<file path="src/rtl/branch_predict_unit.sv">
// Branch predict unit: resolves conditional branches from ALU flags and
// funct3 at execute, and predicts them at fetch from a PC-indexed table of
// 2-bit saturating counters. Trains on every legal resolved branch, reports
// mispredicts/illegal encodings one cycle later and keeps saturating stats.
module branch_predict_unit #(
  parameter int          PC_W       = 32,
  parameter int          IDX_W      = 6,
  parameter int          CNT_W      = 16,
  parameter logic [1:0]  INIT_STATE = 2'b01,
  parameter bit          PREDICT_EN = 1'b1
) (
  input  logic             clk,
  input  logic             reset,
  input  logic [PC_W-1:0]  fetch_pc,
  output logic             pred_taken,
  input  logic             Branch,
  input  logic [PC_W-1:0]  ex_pc,
  input  logic [2:0]       funct3,
  input  logic [3:0]       flags,
  input  logic             ex_pred_taken,
  output logic             taken,
  output logic             mispredict,
  output logic             illegal_branch,
  output logic [CNT_W-1:0] branch_count,
  output logic [CNT_W-1:0] mispredict_count
);

  localparam int DEPTH = 2 ** IDX_W;

  // Move a 2-bit counter one step toward taken or not-taken, clamping at 11/00.
  function automatic logic [1:0] sat_ctr2(input logic [1:0] ctr, input logic up);
    logic [1:0] res;
    res = ctr;
    if (up) begin
      if (ctr != 2'b11) res = ctr + 2'd1;
    end else begin
      if (ctr != 2'b00) res = ctr - 2'd1;
    end
    return res;
  endfunction

  // Increment a statistics counter, holding at all-ones instead of wrapping.
  function automatic logic [CNT_W-1:0] sat_inc(input logic [CNT_W-1:0] cnt);
    logic [CNT_W-1:0] one;
    one = {{(CNT_W-1){1'b0}}, 1'b1};
    return (&cnt) ? cnt : cnt + one;
  endfunction

  logic [1:0]       bht_q [DEPTH];
  logic [1:0]       bht_d [DEPTH];
  logic             mispredict_q, mispredict_d;
  logic             illegal_q, illegal_d;
  logic [CNT_W-1:0] branch_cnt_q, branch_cnt_d;
  logic [CNT_W-1:0] mispred_cnt_q, mispred_cnt_d;

  logic [IDX_W-1:0] fetch_idx;
  logic [IDX_W-1:0] upd_idx;
  logic             z_flag, n_flag, c_flag, v_flag;
  logic             cond_true;
  logic             legal_f3;
  logic             legal_evt;
  logic             wrong_pred;

  // Word-aligned PCs: drop the byte offset, keep IDX_W bits above it.
  assign fetch_idx = fetch_pc[IDX_W+1:2];
  assign upd_idx   = ex_pc[IDX_W+1:2];

  // PC bits outside the index field do not take part in table lookup.
  logic unused_pc_bits;
  assign unused_pc_bits = ^{fetch_pc[PC_W-1:IDX_W+2], fetch_pc[1:0],
                            ex_pc[PC_W-1:IDX_W+2], ex_pc[1:0]};

  assign {z_flag, n_flag, c_flag, v_flag} = flags;

  // Evaluate the branch condition selected by funct3; 2 and 3 are unused encodings.
  always_comb begin
    cond_true = 1'b0;
    legal_f3  = 1'b1;
    case (funct3)
      3'd0:    cond_true = z_flag;
      3'd1:    cond_true = ~z_flag;
      3'd4:    cond_true = n_flag ^ v_flag;
      3'd5:    cond_true = ~(n_flag ^ v_flag);
      3'd6:    cond_true = ~c_flag;
      3'd7:    cond_true = c_flag;
      default: legal_f3  = 1'b0;
    endcase
  end

  assign taken      = Branch & legal_f3 & cond_true;
  assign legal_evt  = Branch & legal_f3;
  assign wrong_pred = legal_evt & (taken != ex_pred_taken);

  // Lookup reads the registered table, so a same-cycle update shows next cycle.
  assign pred_taken = PREDICT_EN & bht_q[fetch_idx][1];

  // Next table contents: train the resolved entry on each legal branch.
  always_comb begin
    bht_d = bht_q;
    if (PREDICT_EN && legal_evt) begin
      bht_d[upd_idx] = sat_ctr2(bht_q[upd_idx], taken);
    end
  end

  // Next status flags and statistics for the branch in execute this cycle.
  always_comb begin
    mispredict_d  = wrong_pred;
    illegal_d     = Branch & ~legal_f3;
    branch_cnt_d  = branch_cnt_q;
    mispred_cnt_d = mispred_cnt_q;
    if (legal_evt) begin
      branch_cnt_d = sat_inc(branch_cnt_q);
      if (wrong_pred) mispred_cnt_d = sat_inc(mispred_cnt_q);
    end
  end

  // Counter table in flops so reset restores every entry in one cycle.
  always_ff @(posedge clk) begin
    if (reset) begin
      for (int i = 0; i < DEPTH; i++) bht_q[i] <= INIT_STATE;
    end else begin
      bht_q <= bht_d;
    end
  end

  // Registered pulses and statistics; reset discards any branch in that cycle.
  always_ff @(posedge clk) begin
    if (reset) begin
      mispredict_q  <= 1'b0;
      illegal_q     <= 1'b0;
      branch_cnt_q  <= '0;
      mispred_cnt_q <= '0;
    end else begin
      mispredict_q  <= mispredict_d;
      illegal_q     <= illegal_d;
      branch_cnt_q  <= branch_cnt_d;
      mispred_cnt_q <= mispred_cnt_d;
    end
  end

  assign mispredict       = mispredict_q;
  assign illegal_branch   = illegal_q;
  assign branch_count     = branch_cnt_q;
  assign mispredict_count = mispred_cnt_q;

endmodule
</file>
<file path="config.mk">
export PLATFORM = sky130hd
export DESIGN_NAME = branch_predict_unit
export DESIGN_NICKNAME = d
export VERILOG_FILES = /design/src/rtl/branch_predict_unit.sv
export SDC_FILE = /design/constraint.sdc
export NUM_CORES = 1
export LEC_CHECK = 0
export BUFFER_PORTS_ARGS = -buffer_cell sky130_fd_sc_hd__clkbuf_2
export CORE_MARGIN = 3
export CORE_UTILIZATION = 40
export DETAILED_ROUTE_END_ITERATION = 8
export PLACE_DENSITY = 0.59
export REMOVE_ABC_BUFFERS = 1
export SLEW_MARGIN = 5
export SYNTH_ARGS = -nofsm -noshare
export SYNTH_HDL_FRONTEND = slang
export SYNTH_SLANG_ARGS = --single-unit
</file>
<file path="constraint.sdc">
create_clock -name clk -period 5.38 [get_ports clk]
set_clock_uncertainty 0.1 [all_clocks]
set_input_delay 0.269 -clock clk [delete_from_list [all_inputs] [get_ports clk]]
set_output_delay 0.269 -clock clk [all_outputs]
set_load 0.02 [all_outputs]
</file>
After elaboration in Yosys (flattened, before gate mapping)

Cells that the tools add are included.

Bits in registers: 162
Input port bits: 75
Output and inout bits: 36
Word-level logic and storage cells: 118

Add/sub/neg operators: 4
Magnitude comparators: 3
Equal/unequal tests: 7
Mux-type cells: 15
Bitwise operators: 13
Reduce and logical (&&, ||, !) cells: 8

Operators with widths:

| kind                                                        | count |
|---|---|
| bitwise mux 128 bit                                         | 1 |
| adder 16 x 1 -> 16 bit (second input constant)              | 2 |
| AND reduction 16 bit                                        | 2 |
| binary-select mux 2 bit (select 6 bit)                      | 2 |
| two-way mux 2 bit                                           | 9 |
| greater-or-equal comparator 7 bit (second input constant)   | 2 |
| inverter 6 -> 7 bit                                         | 2 |
| demux 2 bit (select 6 bit)                                  | 1 |
| equality test 3 bit (second input constant)                 | 4 |
| less-than comparator 7 x 1 -> 1 bit (second input constant) | 1 |
| inverter 1 bit                                              | 6 |
| one-hot mux 1 bit (6 select lines)                          | 1 |
| OR reduction 6 bit                                          | 1 |
| bitwise AND 1 bit                                           | 4 |
| equality test 3 x 1 -> 1 bit (second input constant)        | 1 |
| logical NOT 3 bit                                           | 1 |
| AND reduction 3 bit                                         | 1 |
| adder 2 x 1 -> 2 bit (second input constant)                | 1 |
| != test 2 bit (second input constant)                       | 1 |
| AND reduction 2 bit                                         | 1 |
| nonzero test 2 bit                                          | 1 |
| subtractor 2 x 1 -> 2 bit (second input constant)           | 1 |
| logical AND 1 bit                                           | 1 |
| two-way mux 1 bit                                           | 1 |
| other kinds (2)                                             | 2 |

Logic depth before layout (Yosys ltp)

Word-level depth: 9
Depth in mapped cells: 11
Depth with buffers taken out: 7

Worst setup path after synthesis

OpenSTA, ideal clock, no wires.

Path kind: input -> output
From: input port fetch_pc[2]
To: output port pred_taken
Arrival time: 2,750 ps
Slack: 2,261 ps
Stages: 5
Buffers on the path: 2
Cells stage by stage: clkbuf_1 -> buf_1 -> mux4_2 -> mux4_2 -> mux4_2

Cells in the longest elaborated chain, start to end: 4

Ends and longest elaborated chain:

| what                                                 | line | source |
|---|---|---|
| start: declaration                                   | 14   | `input logic [PC_W-1:0] fetch_pc,` |
| inverter 6 -> 7 bit (implied by the code)            | 95   | `assign pred_taken = PREDICT_EN & bht_q[fetch_idx][1];` |
| binary-select mux 2 bit (select 6 bit)               | 95   |  |
| two-way mux 2 bit (implied by the code) (2 in a row) | 95   |  |
| end: declaration                                     | 15   | `output logic pred_taken,` |

Every way passes these cells. The select of a mux whose other input is x is not followed.

Final worst setup path

From: input port ex_pc[2]
To: register bht_q[73] (netlist bit)

Cells in the longest elaborated chain, start to end: 9
Elaborated cells on any way between the ends: 18
Classes of those cells: add/sub: 2; order compare: 2; eq/ne: 1; mux: 10; bitwise: 1; reduce/logical: 2

Ends and longest elaborated chain:

| what                                                 | line   | source |
|---|---|---|
| start: declaration                                   | 17     | `input logic [PC_W-1:0] ex_pc,` |
| inverter 6 -> 7 bit (implied by the code) (*)        | 101    | `bht_d[upd_idx] = sat_ctr2(bht_q[upd_idx], taken);` |
| binary-select mux 2 bit (select 6 bit)               | 101    |  |
| two-way mux 2 bit (implied by the code) (2 in a row) | 101    |  |
| subtractor 2 x 1 -> 2 bit (tied with other cells)    | 37     | `if (ctr != 2'b00) res = ctr - 2'd1;` |
| two-way mux 2 bit (on tied branches)                 | 37, 35 |  |
| two-way mux 2 bit                                    | 34     | `if (up) begin` |
| two-way mux 2 bit                                    | 100    | `if (PREDICT_EN && legal_evt) begin` |
| bitwise mux 128 bit (*)                              | 101    |  |
| end signal: assignment                               | 122    | `bht_q <= bht_d;` |
| end: declaration                                     | 49     | `logic [1:0] bht_q [DEPTH];` |

Every way passes the cells marked *; elsewhere a longest branch is shown, timed or not. The select of a mux whose other input is x is not followed.
A chain may end at the register's enable or synchronous reset.

==> impl_metrics.json <==
{
  "status": "finished clean",
  "grt_pass1_wl_um": 36300,
  "ys_seq_area_frac": 0.388,
  "post_synth_most_frequent_cells": "sky130_fd_sc_hd__dfxtp_1, sky130_fd_sc_hd__nor2_1, sky130_fd_sc_hd__nand3_1, sky130_fd_sc_hd__nand2_1, sky130_fd_sc_hd__o31ai_1",
  "finalMaxSlewViolations": 0,
  "setup_total_negative_slack_ps": 0,
  "rsz_0062_raised_after_global_routing": "no",
  "yosysTopAreaCell": "sky130_fd_sc_hd__dfxtp_1",
  "antenna_found_initial": 0,
  "grt_max_degree": 82,
  "yosysTopAreaCellShare": 0.388,
  "post_cts_sizing_count": 0,
  "worst_path_most_repeated_cell": "sky130_fd_sc_hd__buf_4",
  "clkTransAtPathRegs_ps": 60,
  "worst-path-max-fanout": 34,
  "design_area_um2": 9440,
  "worst_r2r_endpoint": "bht_q[73]",
  "cts.root.buffer_cell": "sky130_fd_sc_hd__clkbuf_16",
  "groute.layer.met3.usage": 0.0316,
  "insertedDiodeCount": 0,
  "synth.cell_area_um2": 8360,
  "clkSinkCount": 162,
  "nets": 989,
  "die_width_um": 151,
  "holdPathEnd": "illegal_branch",
  "cts_tree": "done",
  "synth_edf_count": 0,
  "antenna_violating_nets_left": 0,
  "hold_violations": 0,
  "ys_async_sr_fraction": 0,
  "grtUsageTotal": 0.204,
  "critical-path-top-delay-family": "buffers and inverters",
  "slew_headroom": 0.190,
  "drt_pre_antenna_iters": 5,
  "yosys.cell_count.top_type": "sky130_fd_sc_hd__dfxtp_1",
  "cp_cell_sequence": "clkbuf_2 -> buf_4 -> mux4_2 -> a22oi_1 -> o211ai_1 -> nor4_1 -> maj3_2 -> buf_4 -> o31ai_1",
  "setup_viol": 0,
  "synth_top_flop_cell": "sky130_fd_sc_hd__dfxtp_1",
  "setup_slack_on_the_worst_flop_to_flop_path_ps": 2170,
  "floorplan.die_area_um2": 22700,
  "post-route-drc-count": 0,
  "worstMarginPinSlew_ps": 1210,
  "worst_skew_pair.late_latency_ps": 430,
  "yosys.cell_types.count": 55,
  "cp-start-kind": "input pin",
  "place_congestion": 0.801,
  "dpl-instance-area_um2": 8800,
  "floorplan.initialDensity": 0.410,
  "hold-path-cell-count": 2,
  "initialDrtViolationCount": 657,
  "ys_top_cells_by_area": "sky130_fd_sc_hd__dfxtp_1, sky130_fd_sc_hd__mux4_2, sky130_fd_sc_hd__nor2_1",
  "grt.busiest_layer": "met2",
  "die_y_um": 151,
  "final_layout_size_suffix_gt1_frac": 0.197,
  "holdBufCountCts": 0,
  "maximum_vdd_drop_uv": 163,
  "total_leakage_power_nw": 3.21,
  "max_clock_freq_mhz": 276,
  "post_synth_inst_count": 894,
  "r2r-start": "bht_q[117]",
  "cts-buffers-inserted": 17,
  "power_density_nw_per_um2": 291,
  "post_drt_wl_per_cell_um": 18.9,
  "period_share": 0.673,
  "grt_use_met1": 0.286,
  "cp_slowest_stage_delay_ps": 800,
  "endpoint_kind": "register",
  "final_period_minus_worst_setup_slack_ps": 3620,
  "routed_wirelength_um": 22500,
  "reg2reg_depth": 7,
  "filler_cell_count": 1974,
  "hold_path_class": "in2reg",
  "grt_pass1_vias": 6583,
  "htree_num_levels": 4,
  "route.detailed.vias_per_inst": 5.93,
  "core_um2": 20400,
  "dp.final_hpwl_um": 14700,
  "grt_util_met2": 0.314,
  "clock_tree.buffer_depth": 2,
  "final_util": 0.463,
  "syn2layout_area_growth_pct": 12.9,
  "max_cap_violations": 0,
  "num_vias": 7082,
  "fp-row-count": 52,
  "post_cts_buffers": 0,
  "syn_avg_cell_area_um2": 9.35,
  "crit_required_ps": 5550,
  "hold_path.startpoint": "Branch",
  "portBuffers": 58,
  "grt_ovf": 0,
  "critical_path_class": "in2reg",
  "cpMaxStageDelayCell": "sky130_fd_sc_hd__maj3_2",
  "io-pin-count": 111,
  "path_buf_inv": 3,
  "ys_ff_latch": 162,
  "synthesis.yosys.warnings": 0,
  "crit_arrival_ps": 3800
}
## kinds of logic after synthesis
group           Yosys count  synth area share
fa+ha+maj                 4           0.00554
simple gates            353             0.200
mux                      75             0.161
buf+inv                  86            0.0481
flops                   162             0.388
compound gates          196             0.178
xor+xnor                 18            0.0189
## flip-flops by register name, summed over array words and instances (netlist names)
register / count
bht_q: 128
branch_count: 16
mispredict_count: 16
illegal_branch: 1
mispredict: 1
## worst register-to-register path: stages, from the launching register on
cell and delay, ps:
sky130_fd_sc_hd__dfxtp_1 330, sky130_fd_sc_hd__mux4_2 500, sky130_fd_sc_hd__a221oi_1 370, sky130_fd_sc_hd__a21oi_1 80, sky130_fd_sc_hd__nor4_1 420, sky130_fd_sc_hd__maj3_2 800, sky130_fd_sc_hd__buf_4 360, sky130_fd_sc_hd__o31ai_1 100
## cell type report
| class | instances | area, µm² | area share |
|---|---|---|---|
| clock buffers | 19 | 453 | 0.0480 |
| multi-input cells | 646 | 4730 | 0.502 |
| well taps | 270 | 338 | 0.0358 |
| repair buffers | 79 | 467 | 0.0495 |
| flip-flops and latches | 162 | 3240 | 0.344 |
| inverters | 6 | 22.5 | 0.00239 |
| clock inverters | 12 | 180 | 0.0191 |
## through the flow
step | cells | total power [mW] | worst slack [ps] | hold WS (ps)
final | 1194 | 2.75 | 1760 | 44.5
after floorplan | 814 | 1.34 | 2160 | 238
after CTS | 1194 | 2.77 | 1750 | 30.8
after detailed placement | 1163 | 1.47 | 1310 | 376
after global placement | 1163 | 1.47 | 1330 | 369
after global routing | 1194 | 2.84 | 1360 | 52.5
## report_power, final
group	switching, mW	leakage (nW)	internal (mW)
logic	0.167	1.61	0.0625
registers	0.00636	1.31	1.21
clock network	0.507	0.294	0.801
## per-layer routing
metal / up-vias / share of wire
li1: 3433 / -
met1: 3393 / 0.47
met2: 214 / 0.45
met3: 42 / 0.049
met4: 0 / 0.027
met5: - / 0
## cell usage in the layout (no fill, tap or decap), types with 8 or more instances in the layout
| cell type | n |
|---|---|
| sky130_fd_sc_hd__a21oi_1 | 17 |
| sky130_fd_sc_hd__o31ai_1 | 55 |
| sky130_fd_sc_hd__or3_1 | 14 |
| sky130_fd_sc_hd__a22oi_1 | 47 |
| sky130_fd_sc_hd__o21ai_0 | 10 |
| sky130_fd_sc_hd__nor2_1 | 124 |
| sky130_fd_sc_hd__dfxtp_1 | 162 |
| sky130_fd_sc_hd__mux2i_1 | 22 |
| sky130_fd_sc_hd__clkbuf_16 | 17 |
| sky130_fd_sc_hd__a211oi_1 | 14 |
| sky130_fd_sc_hd__xor2_1 | 16 |
| sky130_fd_sc_hd__nand4_1 | 8 |
| sky130_fd_sc_hd__buf_4 | 20 |
| sky130_fd_sc_hd__mux4_2 | 47 |
| sky130_fd_sc_hd__o41ai_1 | 10 |
| sky130_fd_sc_hd__o211ai_1 | 12 |
| sky130_fd_sc_hd__nand3_1 | 75 |
| sky130_fd_sc_hd__clkbuf_2 | 57 |
| sky130_fd_sc_hd__and3_1 | 11 |
| sky130_fd_sc_hd__nand2_1 | 67 |
| sky130_fd_sc_hd__nor3_1 | 10 |
## how the worst max path moves through the flow
stage | startpoint | depth (start not counted) | end
4_1_cts | ex_pc[2] | 9 | bht_q[73]
3_3_place_gp | ex_pc[2] | 9 | bht_q[67]
3_5_place_dp | ex_pc[2] | 9 | bht_q[127]
2_1_floorplan | ex_pc[5] | 6 | bht_q[13]
5_1_grt | ex_pc[2] | 9 | bht_q[73]
6_report | ex_pc[2] | 9 | bht_q[73]
Power figures use the tool's default switching activity.
